File: src/rtl/bcd_conv_arbiter.sv
// Round-robin arbiter that time-shares one bin2bcd converter between NUM_REQ requesters.
// Each grant runs START -> WAIT -> RESP; a watchdog ends WAIT with err=1 if done never arrives.
module bcd_conv_arbiter #(
    parameter int NUM_REQ           = 4,
    parameter int BINARY_DATA_WIDTH = 16,
    parameter int BCD_DIGITS        = 5,
    parameter int TIMEOUT_CYCLES    = 64
) (
    input  logic                                   clk,
    input  logic                                   reset,
    input  logic [NUM_REQ-1:0]                     req,
    input  logic [NUM_REQ*BINARY_DATA_WIDTH-1:0]   req_binary,
    output logic [NUM_REQ-1:0]                     ack,
    output logic [BCD_DIGITS*4-1:0]                bcd_out,
    output logic                                   err,
    output logic                                   busy,
    output logic                                   conv_start,
    output logic [BINARY_DATA_WIDTH-1:0]           conv_binary,
    input  logic                                   conv_done,
    input  logic [BCD_DIGITS*4-1:0]                conv_bcd
);
    localparam int IDX_W = (NUM_REQ > 1) ? $clog2(NUM_REQ) : 1;
    localparam int TMR_W = (TIMEOUT_CYCLES > 1) ? $clog2(TIMEOUT_CYCLES) : 1;

    localparam logic [1:0] S_IDLE  = 2'd0;
    localparam logic [1:0] S_START = 2'd1;
    localparam logic [1:0] S_WAIT  = 2'd2;
    localparam logic [1:0] S_RESP  = 2'd3;

    logic [1:0]                   r_state;
    logic [IDX_W-1:0]             r_grant;
    logic [IDX_W-1:0]             r_last;
    logic [TMR_W-1:0]             r_timer;
    logic [NUM_REQ-1:0]           r_ack;
    logic [BCD_DIGITS*4-1:0]      r_bcd;
    logic                         r_err;
    logic                         r_conv_start;
    logic [BINARY_DATA_WIDTH-1:0] r_conv_binary;

    logic [BINARY_DATA_WIDTH-1:0] w_ops [NUM_REQ];
    logic                         w_any;
    logic [IDX_W-1:0]             w_next;
    logic [IDX_W:0]               w_sum;
    logic [NUM_REQ-1:0]           w_onehot;
    logic                         w_timeout;

    for (genvar g = 0; g < NUM_REQ; g++) begin : g_ops
        assign w_ops[g] = req_binary[g*BINARY_DATA_WIDTH +: BINARY_DATA_WIDTH];
    end

    // Walk from farthest to nearest so the first set bit after r_last overwrites the rest.
    always_comb begin
        w_any  = 1'b0;
        w_next = r_last;
        w_sum  = '0;
        for (int k = NUM_REQ; k >= 1; k--) begin
            w_sum = {1'b0, r_last} + (IDX_W+1)'(k);
            if (w_sum >= (IDX_W+1)'(NUM_REQ))
                w_sum = w_sum - (IDX_W+1)'(NUM_REQ);
            if (req[w_sum[IDX_W-1:0]]) begin
                w_any  = 1'b1;
                w_next = w_sum[IDX_W-1:0];
            end
        end
    end

    assign w_onehot  = NUM_REQ'(1) << r_grant;
    assign w_timeout = (r_timer == TMR_W'(TIMEOUT_CYCLES-1));

    always_ff @(posedge clk) begin
        if (reset) begin
            r_state       <= S_IDLE;
            r_grant       <= '0;
            r_last        <= IDX_W'(NUM_REQ-1);
            r_timer       <= '0;
            r_ack         <= '0;
            r_bcd         <= '0;
            r_err         <= 1'b0;
            r_conv_start  <= 1'b0;
            r_conv_binary <= '0;
        end else begin
            r_ack        <= '0;
            r_conv_start <= 1'b0;
            case (r_state)
                S_IDLE: begin
                    if (w_any) begin
                        r_grant       <= w_next;
                        r_conv_binary <= w_ops[w_next];
                        r_conv_start  <= 1'b1;
                        r_state       <= S_START;
                    end
                end
                S_START: begin
                    r_timer <= '0;
                    r_state <= S_WAIT;
                end
                S_WAIT: begin
                    r_timer <= r_timer + TMR_W'(1);
                    // done takes priority over a watchdog expiring in the same cycle
                    if (conv_done) begin
                        r_bcd   <= conv_bcd;
                        r_err   <= 1'b0;
                        r_ack   <= w_onehot;
                        r_state <= S_RESP;
                    end else if (w_timeout) begin
                        r_bcd   <= '0;
                        r_err   <= 1'b1;
                        r_ack   <= w_onehot;
                        r_state <= S_RESP;
                    end
                end
                S_RESP: begin
                    r_last  <= r_grant;
                    r_state <= S_IDLE;
                end
                default: r_state <= S_IDLE;
            endcase
        end
    end

    assign ack         = r_ack;
    assign bcd_out     = r_bcd;
    assign err         = r_err;
    assign busy        = (r_state != S_IDLE);
    assign conv_start  = r_conv_start;
    assign conv_binary = r_conv_binary;
endmodule
File: config.mk
export PLATFORM = sky130hd
export DESIGN_NAME = bcd_conv_arbiter
export DESIGN_NICKNAME = d
export VERILOG_FILES = /design/src/rtl/bcd_conv_arbiter.sv
export SDC_FILE = /design/constraint.sdc
export NUM_CORES = 1
export LEC_CHECK = 0
export ABC_CLOCK_PERIOD_IN_PS = 2050
export BUFFER_PORTS_ARGS = -buffer_cell sky130_fd_sc_hd__buf_4
export CAP_MARGIN = 0
export CORE_MARGIN = 2
export CORE_UTILIZATION = 30
export CTS_CLUSTER_SIZE = 14
export DETAILED_ROUTE_END_ITERATION = 10
export PLACE_DENSITY_LB_ADDON = 0.25
export SKIP_CTS_REPAIR_TIMING = 1
export SLEW_MARGIN = 20
export SYNTH_ARGS = -nofsm -noshare
export SYNTH_HDL_FRONTEND = slang
export SYNTH_SLANG_ARGS = --single-unit
File: constraint.sdc
create_clock -name clk -period 2.05 [get_ports clk]
set_input_delay 0.1025 -clock clk [delete_from_list [all_inputs] [get_ports clk]]
set_output_delay 0.1025 -clock clk [all_outputs]
set_load 0.01 [all_outputs]
[Word-level counts from Yosys, hierarchy flattened]
Cells that the tools add are included.
Operators by class
  $add $sub $neg: 9
  order comparisons: 9
  eq/ne operators: 6
  shift-type cells: 1
  mux-type cells: 35
  bitwise gates (word level): 3
  reductions and logical operators: 9
Operators with widths (count)
  $mux 20: 2
  $bmux 16 s2: 1
  $mux 16: 2
  $mux 2: 11
  $ge 3x3->1 const B: 5
  $lt 2x3->1 const B: 4
  $pmux 6 s2: 1
  $mux 1: 11
  $bmux 1 s2: 4
  $mux 4: 2
  $pmux 2 s4: 1
  $sub 2x1->2 const B: 4
  $add 2x2->3 const B: 2
  $add 6x1->6 const B: 1
  $eq 6x6->1 const B: 1
  $reduce_and 2->1: 3
  $reduce_bool 2->1: 3
  $eq 2x2->1 const B: 2
  $reduce_or 2->1: 2
  $shl 1x2->4 const A: 1
  $add 2x1->3 const B: 1
  $add 2x3->3 const B: 1
  $ne 3x3->1 const B: 1
  $not 2->3: 1
  4 further kinds: 5
Storage, ports and cells
  bits in registers: 54
  input port bits: 91
  output and inout bits: 43
  word-level logic and storage cells: 81

[Logic depth before layout (Yosys ltp)]
  word-level depth: 13
  depth in mapped cells: 8

[Worst setup path before layout]
OpenSTA, ideal clock, no wires.
  kind: flip-flop to flip-flop
  from: register r_last[1]
  to: register r_conv_binary[14] (netlist: conv_binary[14])
  library setup time: 122 ps
  data arrival time: 1773 ps
  required time: 1928 ps
  setup slack: 156 ps
  cell stages (with the launch flop): 8
  path buffers: 2
  period minus slack after synthesis: 1894 ps
  path through: dfxtp_1 -> buf_6 -> mux2i_1 -> nor2_4 -> nor3_2 -> buf_6 -> mux2_4 -> a221o_1
Between the ends
  word-level cells in the longest chain between the ends: 13
  elaborated cells between the ends (all ways): 37
  those cells by class: 8 x add/sub; 4 x order compare; 23 x mux; 1 x bitwise; 1 x reduce/logical
RTL lines
  start: declaration: line 32  | logic [IDX_W-1:0] r_last;
  start signal: assignment: line 74  | r_last <= IDX_W'(NUM_REQ-1);
  start signal: assignment: line 113  | r_last <= r_grant;
  $add 2x3->3: line 57  | w_sum = {1'b0, r_last} + (IDX_W+1)'(k);
  $ge 3x3->1 or $sub 2x1->2 (tied branches): line 58, 59
  $mux 2: line 58  | if (w_sum >= (IDX_W+1)'(NUM_REQ))
  $bmux 1 s2: line 60  | if (req[w_sum[IDX_W-1:0]]) begin
  $mux 1 (not written as such): line 60
  $mux 2 (4 in a row): line 60
  $not 2->3 (not written as such): line 88  | r_conv_binary <= w_ops[w_next];
  $bmux 16 s2: line 88
  $mux 16 (not written as such) (2 in a row): line 88
  end signal: assignment: line 88
  end: declaration: line 38  | logic [BINARY_DATA_WIDTH-1:0] r_conv_binary;
Several ways; a longest one is shown, not always the timed one. The select of a mux whose other input is x is not followed.
A chain may end at the register's enable or synchronous reset.

[Worst setup path after layout]
Same ends and word-level chain as after synthesis.

==> key figures <==
Clock network
  – Clock Tree Root: clkbuf_8
  – Clock transition at the registers of the reported paths: 110 ps
  – H-tree Lvls: 2
  – CTS Buffer Depth: 2
  – Total CTS buffers: 5
  – Skew-Pair Late Insertion Delay: 310 ps
  – CTS tree: yes
  – # clock sinks: 54

Power and ir drop
  – Pwr Density: 1010 nW/um2
  – VDD IR max: 0.382 mV
  – Total power: 0.00378 W
  – Lkg Pwr: 1.75 nW

Yosys
  – Yosys cell types: 46
  – Post-synth ARST share: 0%
  – Number of synthesized register bits: 54
  – Syn_nets: 356
  – EDFF count, synth: 0
  – Ys flop type: dfxtp_1
  – Syn Area/Cell: 9.77 um2
  – Post-synthesis sequential area ratio: 42.5%
  – Mapped Area: 2540 um2
  – Top post-synthesis cells by area: dfxtp_1 (43%), mux2i_1 (11%), a22oi_1 (5.9%), nor2_1 (5.2%), o221ai_1 (3.8%)
  – Post-synth top area cell: dfxtp_1
  – Syn Inst Count: 260
  – Synth Warn #: 0
  – Synth top area share: 42.5%

Min path
  – Worst Hold Path Cells: 3
  – Min-delay worst type: in2reg

Timing
  – Clock Skew: 10.9 ps
  – Final hold violation count: 0
  – Slew margin rel.: 47.5%
  – RSZ-0062 raised after global routing: no
  – Max Slew Vio Count: 0
  – Final worst-path cycle share: 88.4%
  – TNS Setup: 0 ps
  – Min Tclk post-route: 1810 ps
  – Worst-Margin Slew: 788 ps
  – Fmax: 552 MHz
  – Final setup violating endpoints: 0
  – Final worst slack: 238 ps

Floorplan
  – Die span in y: 96.0 um
  – Core area: 8220 um2
  – # rows: 33
  – Boundary Pins: 134
  – Die width: 96.0 um
  – Die Area: 9220 um2
  – Initial Util: 30.9%

Placed design
  – HPWL after detailed placement: 5.50 mm
  – Post-Place Worst Slack: 234 ps
  – Placer Congestion: 0.842
  – Port Buffers: 133

Routing
  – Antenna Nets Post-Route: 0
  – Iter 0 DRT Violations: 57
  – Drt pass-1 iters: 4
  – Drt drc: 0
  – Routed WL: 7.23 mm
  – Avg WL per Cell: 14.6 um
  – DR vias/cell: 4.94
  – DR vias: 2454

Global routing
  – Pin count of the biggest net entering global routing: 43
  – Vias in the first global route: 2356
  – Overflow after GRT: 0
  – Gr usage total: 14.8%
  – Initial antenna violation count: 0
  – Global-route wire length before repair: 10.8 mm

Worst setup path
  – Kind of end point of the critical path: flip-flop
  – CP Launch Type: flip-flop
  – Worst EP required: 2250 ps
  – Reg2Reg Depth: 5
  – Setup Crit Path Kind: reg2reg
  – Crit path arrival time: 2010 ps
  – CP max FO: 6

Finish
  – Multi-input gate area: 1340 um2
  – FF/Latch Area: 1080 um2
  – Nets: 487
  – Diodes inserted: 0
  – Layout cells sized above 1: 40.1%
  – Fillcell total: 777
  – Area growth from synthesis to layout: 48.1%

Outcome
  – Status: completed

Run
  – Max Cap Viol: 0
synthesized netlist by cell type (3+ instances only):
| library cell | number |
|---|---|
| a211oi_1 | 4 |
| a21o_1 | 3 |
| a21oi_1 | 7 |
| a22oi_1 | 20 |
| a311o_1 | 4 |
| clkbuf_1 | 11 |
| dfxtp_1 | 54 |
| ha_1 | 5 |
| inv_1 | 6 |
| mux2i_1 | 28 |
| nand2_1 | 12 |
| nand2b_1 | 4 |
| nand3b_1 | 4 |
| nand4_1 | 7 |
| nor2_1 | 35 |
| o221ai_1 | 11 |
| o31ai_1 | 5 |
| xor2_1 | 3 |
layout by cell type, fill, tap and decap left out, types with 2 or more instances in the layout:
master / instances
a211o_1: 2
a211oi_1: 4
a21o_1: 3
a21oi_1: 7
a22oi_1: 20
a311o_1: 4
a31oi_1: 2
and2_1: 2
buf_4: 140
clkbuf_8: 5
dfxtp_1: 54
ha_1: 5
inv_1: 6
inv_6: 2
mux2i_1: 28
nand2_1: 12
nand2b_1: 4
nand3b_1: 4
nand4_1: 7
nor2_1: 35
nor2b_1: 2
nor3_1: 2
nor4b_1: 2
o221ai_1: 11
o31ai_1: 5
xor2_1: 3
sequential cells by signal (all words and copies together) (netlist names):
| register | cells |
|---|---|
| bcd_out | 20 |
| conv_binary | 16 |
| r_timer | 6 |
| ack | 4 |
| r_grant | 2 |
| r_last | 2 |
| r_state | 2 |
| conv_start | 1 |
| err | 1 |
power by group:
group	internal (W)	total [W]	switching, W
logic	0.000806	0.00158	0.000773
clock network	0.000373	0.000749	0.000375
registers	0.00129	0.00146	0.000163
total	0.00247	0.00378	0.00131
critical path, cell delays in order, from the launching register on:
cell,delay (ps)
dfxtp_1,360
mux2i_1,320
nor2_4,100
nor3_4,280
mux2_4,330
a221o_1,330
routing by layer:
| layer | wire, um | track usage, % |
|---|---|---|
| met3 | 817 | 4.86 |
| met5 | 0 | 0 |
| met2 | 3380 | 26.0 |
| met4 | 78 | 3.45 |
| met1 | 2950 | 17.5 |
through the flow:
step / std cells / hold WS, ps / util (%) / instance area, um2
final: 497 / 35.3 / 45.8 / 3760
after detailed placement: 489 / 357 / 44.4 / 3650
after global routing: 497 / 27.7 / 45.8 / 3760
after global placement: 489 / 348 / 44.4 / 3650
after CTS: 497 / 22.3 / 45.8 / 3760
after floorplan: 260 / 265 / - / 2540
cell type report:
| class | count | area share (%) |
|---|---|---|
| Clock inverter | 3 | 1.26 |
| Inverter | 6 | 0.599 |
| Sequential cell | 54 | 28.7 |
| Timing Repair Buffer | 141 | 28.5 |
| Clock buffer | 5 | 1.83 |
| Tap cell | 105 | 3.49 |
| Multi-Input combinational cell | 183 | 35.6 |
logic make-up (layout without fill, tap and decap cells):
family | Yosys count | count (layout) | share of synthesized area [%]
compound gates | 63 | 63 | 19.6
xor+xnor | 4 | 4 | 1.38
fa+ha+maj | 5 | 5 | 2.46
buf+inv | 23 | 155 | 4.97
flops | 54 | 54 | 42.5
mux | 29 | 29 | 11.6
simple gates | 82 | 82 | 17.4
worst paths after layout:
path	from	end	slack [ps]
worst max register to register	r_last[1]	conv_binary[14]	240
worst max-delay path	r_last[1]	conv_binary[14]	240
worst min-delay path	conv_bcd[13]	bcd_out[13]	40
worst min register to register	err	err	480
(Power assumes the default switching activity.)
